$ cat config.mk
export PLATFORM = sky130hd
export DESIGN_NAME = rr_priority_arbiter
export DESIGN_NICKNAME = d
export VERILOG_FILES = /design/src/rtl/rr_priority_arbiter_pkg.sv /design/src/rtl/rr_priority_arbiter_prio_enc.sv /design/src/rtl/rr_priority_arbiter.sv
export SDC_FILE = /design/constraint.sdc
export NUM_CORES = 1
export LEC_CHECK = 0
export CORE_AREA = 4 4 41 43
export DETAILED_ROUTE_END_ITERATION = 7
export DIE_AREA = 0 0 45 47
export PLACE_DENSITY_LB_ADDON = 0.1
export SLEW_MARGIN = 20
export SYNTH_ARGS = -nofsm -noshare
export SYNTH_HDL_FRONTEND = slang
export SYNTH_SLANG_ARGS = --single-unit
export TNS_END_PERCENT = 5
$ cat constraint.sdc
create_clock -name clk -period 1.1 [get_ports clk]
set_clock_uncertainty 0.1 [all_clocks]
set_input_delay 0.22 -clock clk [delete_from_list [all_inputs] [get_ports clk]]
set_output_delay 0.22 -clock clk [all_outputs]
set_load 0.02 [all_outputs]
$ cat src/rtl/rr_priority_arbiter_pkg.sv
// Shared definitions for the request/grant arbiter:
// FSM state encoding and arbitration mode selectors.
package rr_priority_arbiter_pkg;

    typedef enum logic {
        IDLE  = 1'b0,
        GRANT = 1'b1
    } state_t;

    localparam int MODE_FIXED = 0;
    localparam int MODE_RR    = 1;

endpackage

$ cat src/rtl/rr_priority_arbiter_prio_enc.sv
// Combinational highest-set-bit encoder over an N-bit vector.
// idx is zero when no bit is set; any flags a non-empty input.
module prio_enc_n #(
    parameter int N = 4,
    parameter int W = $clog2(N)
) (
    input  logic [N-1:0] in,
    output logic [W-1:0] idx,
    output logic         any
);

    always_comb begin
        idx = '0;
        // Later iterations overwrite earlier ones, so the top set bit wins.
        for (int i = 0; i < N; i++) begin
            if (in[i]) begin
                idx = W'(i);
            end
        end
        any = |in;
    end

endmodule

$ cat src/rtl/rr_priority_arbiter.sv
// Single-resource arbiter with fixed or round-robin priority;
// a grant is held until ack, followed by at least one idle cycle.
module rr_priority_arbiter
    import rr_priority_arbiter_pkg::*;
#(
    parameter  int N    = 4,
    parameter  int MODE = MODE_FIXED,
    localparam int W    = $clog2(N)
) (
    input  logic         clk,
    input  logic         rst,
    input  logic [N-1:0] req,
    input  logic         ack,
    output logic [N-1:0] gnt,
    output logic [W-1:0] gnt_idx,
    output logic         gnt_valid
);

    state_t         state;
    state_t         state_nxt;
    logic [W-1:0]   ptr;
    logic [W-1:0]   ptr_nxt;
    logic [N-1:0]   gnt_nxt;
    logic [W-1:0]   idx_nxt;
    logic           valid_nxt;

    logic [N-1:0]   enc_in;
    logic [W-1:0]   enc_idx;
    logic           enc_any;
    logic [W-1:0]   win_idx;
    int             k;
    int             s;

    // Round-robin rotates req so that ptr lands on the top bit; the
    // encoder's downward search then starts at ptr and wraps modulo N.
    always_comb begin
        enc_in  = req;
        win_idx = enc_idx;
        k       = 0;
        s       = 0;
        if (MODE == MODE_RR) begin
            for (int j = 0; j < N; j++) begin
                k = j + int'(ptr) + 1;
                if (k >= N) begin
                    k = k - N;
                end
                enc_in[j] = req[k[W-1:0]];
            end
            s = int'(enc_idx) + int'(ptr) + 1;
            if (s >= N) begin
                s = s - N;
            end
            win_idx = s[W-1:0];
        end
    end

    prio_enc_n #(
        .N (N),
        .W (W)
    ) u_enc (
        .in  (enc_in),
        .idx (enc_idx),
        .any (enc_any)
    );

    always_comb begin
        state_nxt = state;
        ptr_nxt   = ptr;
        gnt_nxt   = gnt;
        idx_nxt   = gnt_idx;
        valid_nxt = gnt_valid;
        unique case (state)
            IDLE: begin
                gnt_nxt   = '0;
                idx_nxt   = '0;
                valid_nxt = 1'b0;
                if (enc_any) begin
                    state_nxt        = GRANT;
                    gnt_nxt[win_idx] = 1'b1;
                    idx_nxt          = win_idx;
                    valid_nxt        = 1'b1;
                end
            end
            GRANT: begin
                if (ack) begin
                    state_nxt = IDLE;
                    gnt_nxt   = '0;
                    idx_nxt   = '0;
                    valid_nxt = 1'b0;
                    if (MODE == MODE_RR) begin
                        ptr_nxt = (gnt_idx == '0) ? W'(N - 1)
                                                  : gnt_idx - W'(1);
                    end
                end
            end
            default: begin
                state_nxt = IDLE;
            end
        endcase
    end

    always_ff @(posedge clk or posedge rst) begin
        if (rst) begin
            state     <= IDLE;
            ptr       <= W'(N - 1);
            gnt       <= '0;
            gnt_idx   <= '0;
            gnt_valid <= 1'b0;
        end else begin
            state     <= state_nxt;
            ptr       <= ptr_nxt;
            gnt       <= gnt_nxt;
            gnt_idx   <= idx_nxt;
            gnt_valid <= valid_nxt;
        end
    end

endmodule

==> results.toml, run 1 <==
[global_routing]
first_global_vias = 329
antenna_found_initial = 0
grt_usage = 0.0916
grt_pass1_wl_um = 1340
overflow = 0
grt_max_degree = 11

[synth]
ys_ff_latch = 8
syn_nets = 41
ys_warn_count = 0
ys_types = 13
syn_avg_cell_area_sq_um = 10.2
syn_area_sq_um = 347
syn_inst = 34
ys_seq_area_frac = 0.578

[layout]
seq_area_sq_um = 201
area_growth_pct = 70.4
nNetsFinal = 66
drive_above_1_share = 0.386
multiInputGateArea_sq_um = 130
diodes = 0
fill_cells = 142

[detailed_routing]
drtPass1Iterations = 4
wl_um = 829
antenna_left = 0
drc = 0
drt_iter0_markers = 3
routedWlPerCell_um = 11.5
drt-vias-per-instance = 4.44
vias = 320

[timing]
finalHoldViolations = 0
post-route-period-util = 0.995
setup_ws_ns = 0.00534
fin_setup_tns_ns = 0
final_max_slew_viol_count = 0
period_needed_ns = 1.09
max_slew_margin = 0.782
max_freq_mhz = 914
setup_viol = 0
rsz0062_at_grt = "yes"
worstMarginPinSlew_ns = 0.327

[placed_design]
dp_hpwl_um = 651
gp_congestion = 0.757
io_buffers = 13
dp_slack_ns = -0.265

[hold_path]
hold_path_class = "input pin to asynchronous set/reset pin"

[critical_path]
reg2reg_from = "state$_DFF_PP0_"
r2r_cells = 3
worstPathArrival_ns = 0.77
cp_cell_sequence = "buf_6"
cp_slowest_cell = "dfrtp_1"
path_max_fanout = 2
crit_family = "flip-flops"
end_kind = "primary output"
cp_slowest_stage_delay_ns = 0.39
reg2reg_slack_ns = 0.07
path_class = "register to primary output"
cp.required_ns = 0.78
start_kind = "register"
cp_num_buf_inv = 1
rr_endpoint = "gnt_idx[1]$_DFFE_PP0P_"

[clock_tree]
cts_made_buffers = 3
htree_levels = 1
clock_path_buffers = 2
cts_sinks = 8
holdBufCountCts = 0
clk_pin_slew_ns = 0.05
clk_latency_ns = 0.25
cts_tree = "yes"
cts-root-buf = "clkbuf_4"

[power]
ir_drop_uv = 467
p_leak_nw = 0.301
powerDensity_nw_per_um2 = 1250

[job]
maxCapViolations = 0

[floorplanning]
die-area_sq_um = 2120
die_h_um = 47
core-area_sq_um = 1300
num_io_pins = 14
fp.dieW_um = 45
num_rows = 13
initial_utilization = 0.266

[run_status]
status = "finished, final reports clean"
-- per-layer routing --
layer / global-route usage / share of wire / wire length (um)
met1: 0.107 / 0.42 / 352
met2: 0.144 / 0.51 / 424
met3: 0.0230 / 0.063 / 52
met4: 0.0702 / 0 / 0
met5: 0 / 0 / 0
-- flip-flops by register name (all words and copies together) (netlist names) --
name and cells:
gnt 4, gnt_idx 2, gnt_valid 1, state 1
-- layout by cell type (no fill, tap or decap), drive strengths merged --
master,Yosys,layout
o32ai,1,1
buf,1,15
inv,3,3
o21ai,2,2
nand2,8,8
clkbuf,0,3
dfrtp,8,8
a21oi,3,3
nor2,1,1
nor3,1,1
dlymetal6s2s,0,3
nor2b,1,1
o22ai,3,3
nand2b,1,1
nor3b,1,1
clkdlybuf4s50,0,3
-- through the flow --
step	total power (W)	cells	area, sq um	util	hold WS, ns
6_report	0.000739	72	591	0.454	0.125
5_1_grt	0.000781	72	591	0.454	0.171
4_1_cts	0.000755	72	576	0.442	0.127
3_5_place_dp	0.000506	67	529	0.407	0.388
3_3_place_gp	0.000502	67	529	0.407	0.367
2_1_floorplan	0.000409	34	347	-	-0.0643
-- layout make-up --
cell class / instances / area share
timing repair buffer: 21 / 0.350
multi-input combinational: 22 / 0.220
tap: 15 / 0.0318
clock buffer: 3 / 0.0381
sequential: 8 / 0.341
inverter: 3 / 0.0191
-- power by group --
group | leakage (nW) | switching [W] | internal [W] | total, W
clock network | 0.0138 | 0.0000974 | 0.000125 | 0.000222
logic | 0.187 | 0.0000766 | 0.0000971 | 0.000174
registers | 0.101 | 0.0000236 | 0.000319 | 0.000343
total | 0.301 | 0.000198 | 0.000541 | 0.000739
-- worst max path at each step --
stage,end,startpoint,slack (ns),depth (start not counted)
after CTS,gnt[1],gnt[1]$_DFFE_PP0P_,-0.01,1
after global routing,gnt[1],gnt[1]$_DFFE_PP0P_,-0.03,1
after detailed placement,gnt[1]$_DFFE_PP0P_,req[3],-0.27,5
after floorplan,gnt[1]$_DFFE_PP0P_,state$_DFF_PP0_,0.20,3
after global placement,gnt_valid$_DFFE_PP0P_,req[1],-0.26,4
final,gnt_valid,gnt_valid$_DFFE_PP0P_,0.005,1
-- cells in the mapped netlist --
library cell | number | area share
o22ai_1 | 3 | 0.054
nor3b_2 | 1 | 0.036
nand2b_1 | 1 | 0.018
nor2_1 | 1 | 0.011
o21ai_0 | 2 | 0.029
inv_1 | 3 | 0.032
nand2_1 | 8 | 0.087
dfrtp_1 | 8 | 0.58
nor3_2 | 1 | 0.029
buf_6 | 1 | 0.032
o32ai_1 | 1 | 0.025
nor2b_2 | 1 | 0.025
a21oi_1 | 3 | 0.043
-- kinds of logic after synthesis --
kind of cell | synth area share
AO/OA/AOI/OAI | 0.152
buffers and inverters | 0.0650
flip-flops | 0.578
AND/OR/NAND/NOR | 0.206
-- timing repair --
action / in CTS / in global routing
setup buffers: 2 / 0
pin swaps: 0 / 1
gates resized for setup: 42 / 5
endpoints found under the setup margin: 7 / 13
(Power assumes the default switching activity.)
==> run 2, diff against run 1 <==
--- a/config.mk
+++ b/config.mk
@@ -9,6 +9,7 @@
 export DETAILED_ROUTE_END_ITERATION = 7
 export DIE_AREA = 0 0 45 47
 export PLACE_DENSITY_LB_ADDON = 0.1
+export SKIP_LAST_GASP = 1
 export SLEW_MARGIN = 20
 export SYNTH_ARGS = -nofsm -noshare
 export SYNTH_HDL_FRONTEND = slang
==> run 2 against run 1 <==
  * Flip-flop and latch count unchanged
  * Sequential share of layout area increased by 0.37 points
  * Die area unchanged
  * Critical endpoint unchanged
  * Largest cell class is now registers
  * Highest routed layer unchanged
==> results.toml, run 2 (synthesized netlist as in run 1, its figures left out) <==
[clock_tree]
cts-root-buf = "clkbuf_4"
cts_sinks = 8
clock_path_buffers = 2
clk_pin_slew_ns = 0.05
clk_latency_ns = 0.25
htree_levels = 1
cts_made_buffers = 3
cts_tree = "yes"
holdBufCountCts = 0

[floorplanning]
initial_utilization = 0.266
die_h_um = 47
num_rows = 13
die-area_sq_um = 2120
fp.dieW_um = 45
core-area_sq_um = 1300
num_io_pins = 14

[critical_path]
crit_family = "flip-flops"
reg2reg_from = "state$_DFF_PP0_"
cp_num_buf_inv = 1
cp.required_ns = 0.78
cp_slowest_stage_delay_ns = 0.39
crit_end = "gnt_valid"
path_class = "register to primary output"
cp_cell_sequence = "buf_6"
r2r_cells = 3
path_max_fanout = 2
cp_slowest_cell = "dfrtp_1"
worstPathArrival_ns = 0.77
start_kind = "register"
path_depth = 1
rr_endpoint = "gnt_idx[1]$_DFFE_PP0P_"
reg2reg_slack_ns = 0.07
end_kind = "primary output"
crit_start = "gnt_valid$_DFFE_PP0P_"

[detailed_routing]
routedWlPerCell_um = 11.5
drt_iter0_markers = 3
antenna_left = 0
drtPass1Iterations = 4
wl_um = 830
vias = 321
drt-vias-per-instance = 4.46
drc = 0

[timing]
final_max_slew_viol_count = 0
setup_ws_ns = 0.00534
max_slew_margin = 0.782
worstMarginPinSlew_ns = 0.327
finalHoldViolations = 0
post-route-period-util = 0.995
rsz0062_at_grt = "yes"
setup_viol = 0
period_needed_ns = 1.09
max_freq_mhz = 914

[layout]
layout_commonest_cell = "buf_4"
area_growth_pct = 68.6
layout_common_cells = "9 x buf_4, 8 x nand2_1, 7 x dfrtp_1"
largest_reg_flops = 4
drive_above_1_share = 0.386
instances_no_fill = 72
largest-register = "gnt"
fill_cells = 143
diodes = 0
reg_top3 = "gnt (4), gnt_idx (2)"
nNetsFinal = 66

[global_routing]
grt_pass1_wl_um = 1340
overflow = 0
grt_usage = 0.0916
first_global_vias = 329
grt_max_degree = 11
antenna_found_initial = 0

[power]
clkPwrFrac = 0.301
intPower_w = 0.000540
finalPower_w = 0.000738
p_seq_frac = 0.464
p_switching_w = 0.000197
powerDensity_nw_per_um2 = 1260
p_comb_frac = 0.235
ir_drop_uv = 465
sw_frac_of_total = 0.268
p_leak_nw = 0.291

[placed_design]
dp.cells = 67
gp_congestion = 0.757
dp_hpwl_um = 651
dp_slack_ns = -0.265
io_buffers = 13

[run_status]
status = "finished, final reports clean"

[job]
maxCapViolations = 0

[hold_path]
hold_path_class = "input pin to asynchronous set/reset pin"
run 2: what timing repair did:
item / in CTS / in global routing
endpoints found under the hold margin: 0 / 0
gates resized for setup: 41 / 4
setup endpoints to repair: 7 / 13
pin swaps: 0 / 1
buffers inserted: 2 / 0
run 2: layer usage:
metal / vias up / share of wire / GRT usage
li1: 162 / - / -
met1: 151 / 0.43 / 0.107
met2: 8 / 0.51 / 0.144
met3: 0 / 0.064 / 0.0230
met4: 0 / 0 / 0.0702
met5: - / 0 / 0
run 2: area by class of cell:
class,instances,area (sq um),area share
flip-flops and latches,8,201,0.345
repair buffers,21,200,0.343
multi-input cells,22,130,0.223
clock buffers,3,22.5,0.0385
well taps,15,18.8,0.0321
inverters,3,11.3,0.0193
run 2: power by group through the flow:
stage | Clock [W] | Combinational [W] | Sequential, W
finish | 0.000222 | 0.000173 | 0.000342
global route | 0.000245 | 0.000188 | 0.000346
CTS | 0.000236 | 0.000175 | 0.000341
detailed placement | 0 | 0.000163 | 0.000343
global placement | 0 | 0.000161 | 0.000341
floorplan | 0 | 0.0000451 | 0.000364
run 2: through the flow:
step / setup TNS (ns) / hold slack, ns / util / cell area (sq um)
6_report: 0 / 0.125 / 0.449 / 584
5_1_grt: -0.220 / 0.171 / 0.449 / 584
4_1_cts: -0.0478 / 0.127 / 0.439 / 572
3_5_place_dp: -2.80 / 0.388 / 0.407 / 529
3_3_place_gp: -2.58 / 0.367 / 0.407 / 529
2_1_floorplan: 0 / -0.0643 / - / 347
run 2: how the worst min path moves through the flow:
stage          cells past startpoint              startpoint  slack (ns)                     end
2_1_floorplan                      1                     rst       -0.06      gnt[0]$_DFFE_PP0P_
3_3_place_gp                       2  gnt_idx[1]$_DFFE_PP0P_        0.37  gnt_idx[1]$_DFFE_PP0P_
3_5_place_dp                       2      gnt[1]$_DFFE_PP0P_        0.39      gnt[1]$_DFFE_PP0P_
4_1_cts                            2                     rst        0.13      gnt[2]$_DFFE_PP0P_
5_1_grt                            2                     rst        0.17      gnt[2]$_DFFE_PP0P_
6_report                           2                     rst        0.13      gnt[1]$_DFFE_PP0P_
==> run 3, diff against run 2 <==
--- a/config.mk
+++ b/config.mk
@@ -5,10 +5,12 @@
 export SDC_FILE = /design/constraint.sdc
 export NUM_CORES = 1
 export LEC_CHECK = 0
+export ABC_AREA = 0
 export CORE_AREA = 4 4 41 43
 export DETAILED_ROUTE_END_ITERATION = 7
 export DIE_AREA = 0 0 45 47
 export PLACE_DENSITY_LB_ADDON = 0.1
+export SETUP_SLACK_MARGIN = 0.5
 export SKIP_LAST_GASP = 1
 export SLEW_MARGIN = 20
 export SYNTH_ARGS = -nofsm -noshare
==> run 3 against run 2 <==
  * The flow now finishes with violations (negative setup slack)
  * Via count decreased by 1.6%
  * Sequential power about the same
  * Sequential share of layout area decreased by 0.37 points
  * Worst setup slack got worse by 0.034 ns
  * Fmax decreased by 3.0%
  * Count of clock-buffer cells in the layout unchanged
  * Clock power increased by 5%
  * Final area increased by 1.1%
  * Critical path type is now input pin to register
  * Highest routed layer unchanged
==> results.toml, run 3 (synthesized netlist as in run 1, its figures left out) <==
[placed_design]
io_buffers = 13
gp_congestion = 0.754
dp_hpwl_um = 625

[detailed_routing]
antenna_left = 0
drtPass1Iterations = 4
vias = 316
drt-vias-per-instance = 4.39
drc = 0
routedWlPerCell_um = 11.8
drt_iter0_markers = 3
wl_um = 848

[floorplanning]
die-area_sq_um = 2120
fp.dieW_um = 45
initial_utilization = 0.266
num_rows = 13
die_h_um = 47
core-area_sq_um = 1300
num_io_pins = 14

[power]
ir_drop_uv = 865
intPower_w = 0.000546
p_comb_frac = 0.237
sw_frac_of_total = 0.276
p_seq_frac = 0.455
powerDensity_nw_per_um2 = 1280
p_leak_nw = 0.275
p_switching_w = 0.000208
finalPower_w = 0.000753
clkPwrFrac = 0.307

[global_routing]
grt_pass1_wl_um = 1390
overflow = 0
grt_usage = 0.0964
first_global_vias = 325
top_usage_layer = "met2"
met3_usage = 0.0805
antenna_found_initial = 0
use_met2 = 0.133
grt.met1_usage = 0.117
grt_max_degree = 13

[timing]
finalHoldViolations = 0
post-route-period-util = 1.03
max_freq_mhz = 886
setup_viol = 4
max_slew_margin = 0.788
period_needed_ns = 1.13
rsz0062_at_grt = "yes"
worstMarginPinSlew_ns = 0.318
setup_ws_ns = -0.0282
final_max_slew_viol_count = 0

[layout]
utilization = 0.454
largest_reg_flops = 4
reg_top3 = "gnt (4), gnt_idx (2)"
fill_cells = 128
diodes = 0
drive_above_1_share = 0.421
nNetsFinal = 66
area_growth_pct = 70.4
layout_common_cells = "8 x nand2_1, 8 x buf_4, 7 x dfrtp_1, 7 x buf_6, 6 x clkdlybuf4s50_1"
largest-register = "gnt"

[clock_tree]
cts_tree = "yes"
cts_sinks = 8
clk_pin_slew_ns = 0.06
htree_levels = 1
clock_path_buffers = 2
clk_latency_ns = 0.25
holdBufCountCts = 0
cts_made_buffers = 3
cts-root-buf = "clkbuf_4"

[critical_path]
end_kind = "register"
path_depth = 4
rr_endpoint = "gnt_idx[1]$_DFFE_PP0P_"
crit_family = "buffers and inverters"
cp_slowest_stage_delay_ns = 0.45
path_max_fanout = 2
cp_slowest_cell = "clkdlybuf4s50_1"
reg2reg_slack_ns = 0.13
crit_end = "state$_DFF_PP0_"
worstPathArrival_ns = 1.16
r2r_cells = 3
cp_num_buf_inv = 1
cp_cell_sequence = "clkdlybuf4s50_1 -> nor3_2 -> nor3b_2 -> a21oi_1"
crit_start = "req[3]"
reg2reg_from = "state$_DFF_PP0_"
start_kind = "input pin"
path_class = "input pin to register"
cp.required_ns = 1.13

[run_status]
status = "finished, violations left"
failed_checks = "negative setup slack"

[job]
maxCapViolations = 0

[hold_path]
hold_path_class = "input pin to asynchronous set/reset pin"
==> run 3: per-stage QoR <==
stage | setup slack [ns] | cell area, sq um | std cells | hold slack, ns | setup TNS, ns
detailed placement | -0.267 | 527 | 66 | 0.371 | -2.80
global placement | -0.258 | 527 | 66 | 0.364 | -2.68
global route | -0.0396 | 591 | 72 | 0.141 | -0.273
CTS | -0.0139 | 561 | 71 | 0.117 | -0.0826
finish | -0.0282 | 591 | 72 | 0.110 | -0.0608
floorplan | 0.204 | 352 | 34 | -0.0643 | 0
==> run 3: how the worst min path moves through the flow <==
| stage | startpoint | endpoint | slack [ns] | cells past startpoint |
|---|---|---|---|---|
| floorplan | rst | gnt[0]$_DFFE_PP0P_ | -0.06 | 1 |
| global placement | gnt[1]$_DFFE_PP0P_ | gnt[1]$_DFFE_PP0P_ | 0.36 | 2 |
| detailed placement | gnt[1]$_DFFE_PP0P_ | gnt[1]$_DFFE_PP0P_ | 0.37 | 2 |
| CTS | rst | gnt[2]$_DFFE_PP0P_ | 0.12 | 2 |
| global route | rst | gnt[2]$_DFFE_PP0P_ | 0.14 | 2 |
| finish | rst | gnt[2]$_DFFE_PP0P_ | 0.11 | 2 |
==> run 3: timing repair <==
item / in CTS / in global routing
resized for setup: 38 / 7
buffers inserted: 2 / 1
pin swaps: 0 / 1
setup endpoints to repair: 15 / 23
==> run 3: worst reg2reg max path: cells and delay by family (launching register included) <==
family | cells | cell delay, ns
AOI/OAI and AO/OA | 1 | 0.07
DFF | 1 | 0.48
and+or+nand+nor | 2 | 0.22
==> run 3: final cells by class <==
cell class                      instances  area (sq um)  share of cell area
Clock buffer                            3          22.5              0.0381
Inverter                                3          11.3              0.0191
Multi-Input combinational cell         22           138               0.233
Sequential cell                         8           201               0.341
Tap cell                               15          18.8              0.0318
Timing Repair Buffer                   21           199               0.337
==> run 3: power by group through the flow <==
| stage | clock [W] | sequential, W | combinational [W] |
|---|---|---|---|
| 2_1_floorplan | 0 | 0.000365 | 0.0000472 |
| 3_3_place_gp | 0 | 0.000342 | 0.000158 |
| 3_5_place_dp | 0 | 0.000345 | 0.000160 |
| 4_1_cts | 0.000244 | 0.000342 | 0.000169 |
| 5_1_grt | 0.000264 | 0.000346 | 0.000191 |
| 6_report | 0.000232 | 0.000343 | 0.000179 |
==> run 3: per-layer routing <==
metal  vias to the layer above  share of wire  routed length, um
li1                        162              -                  -
met1                       142           0.45                383
met2                        12           0.44                374
met3                         0           0.11                 91
met5                         -              0                  0
met4                         0              0                  0
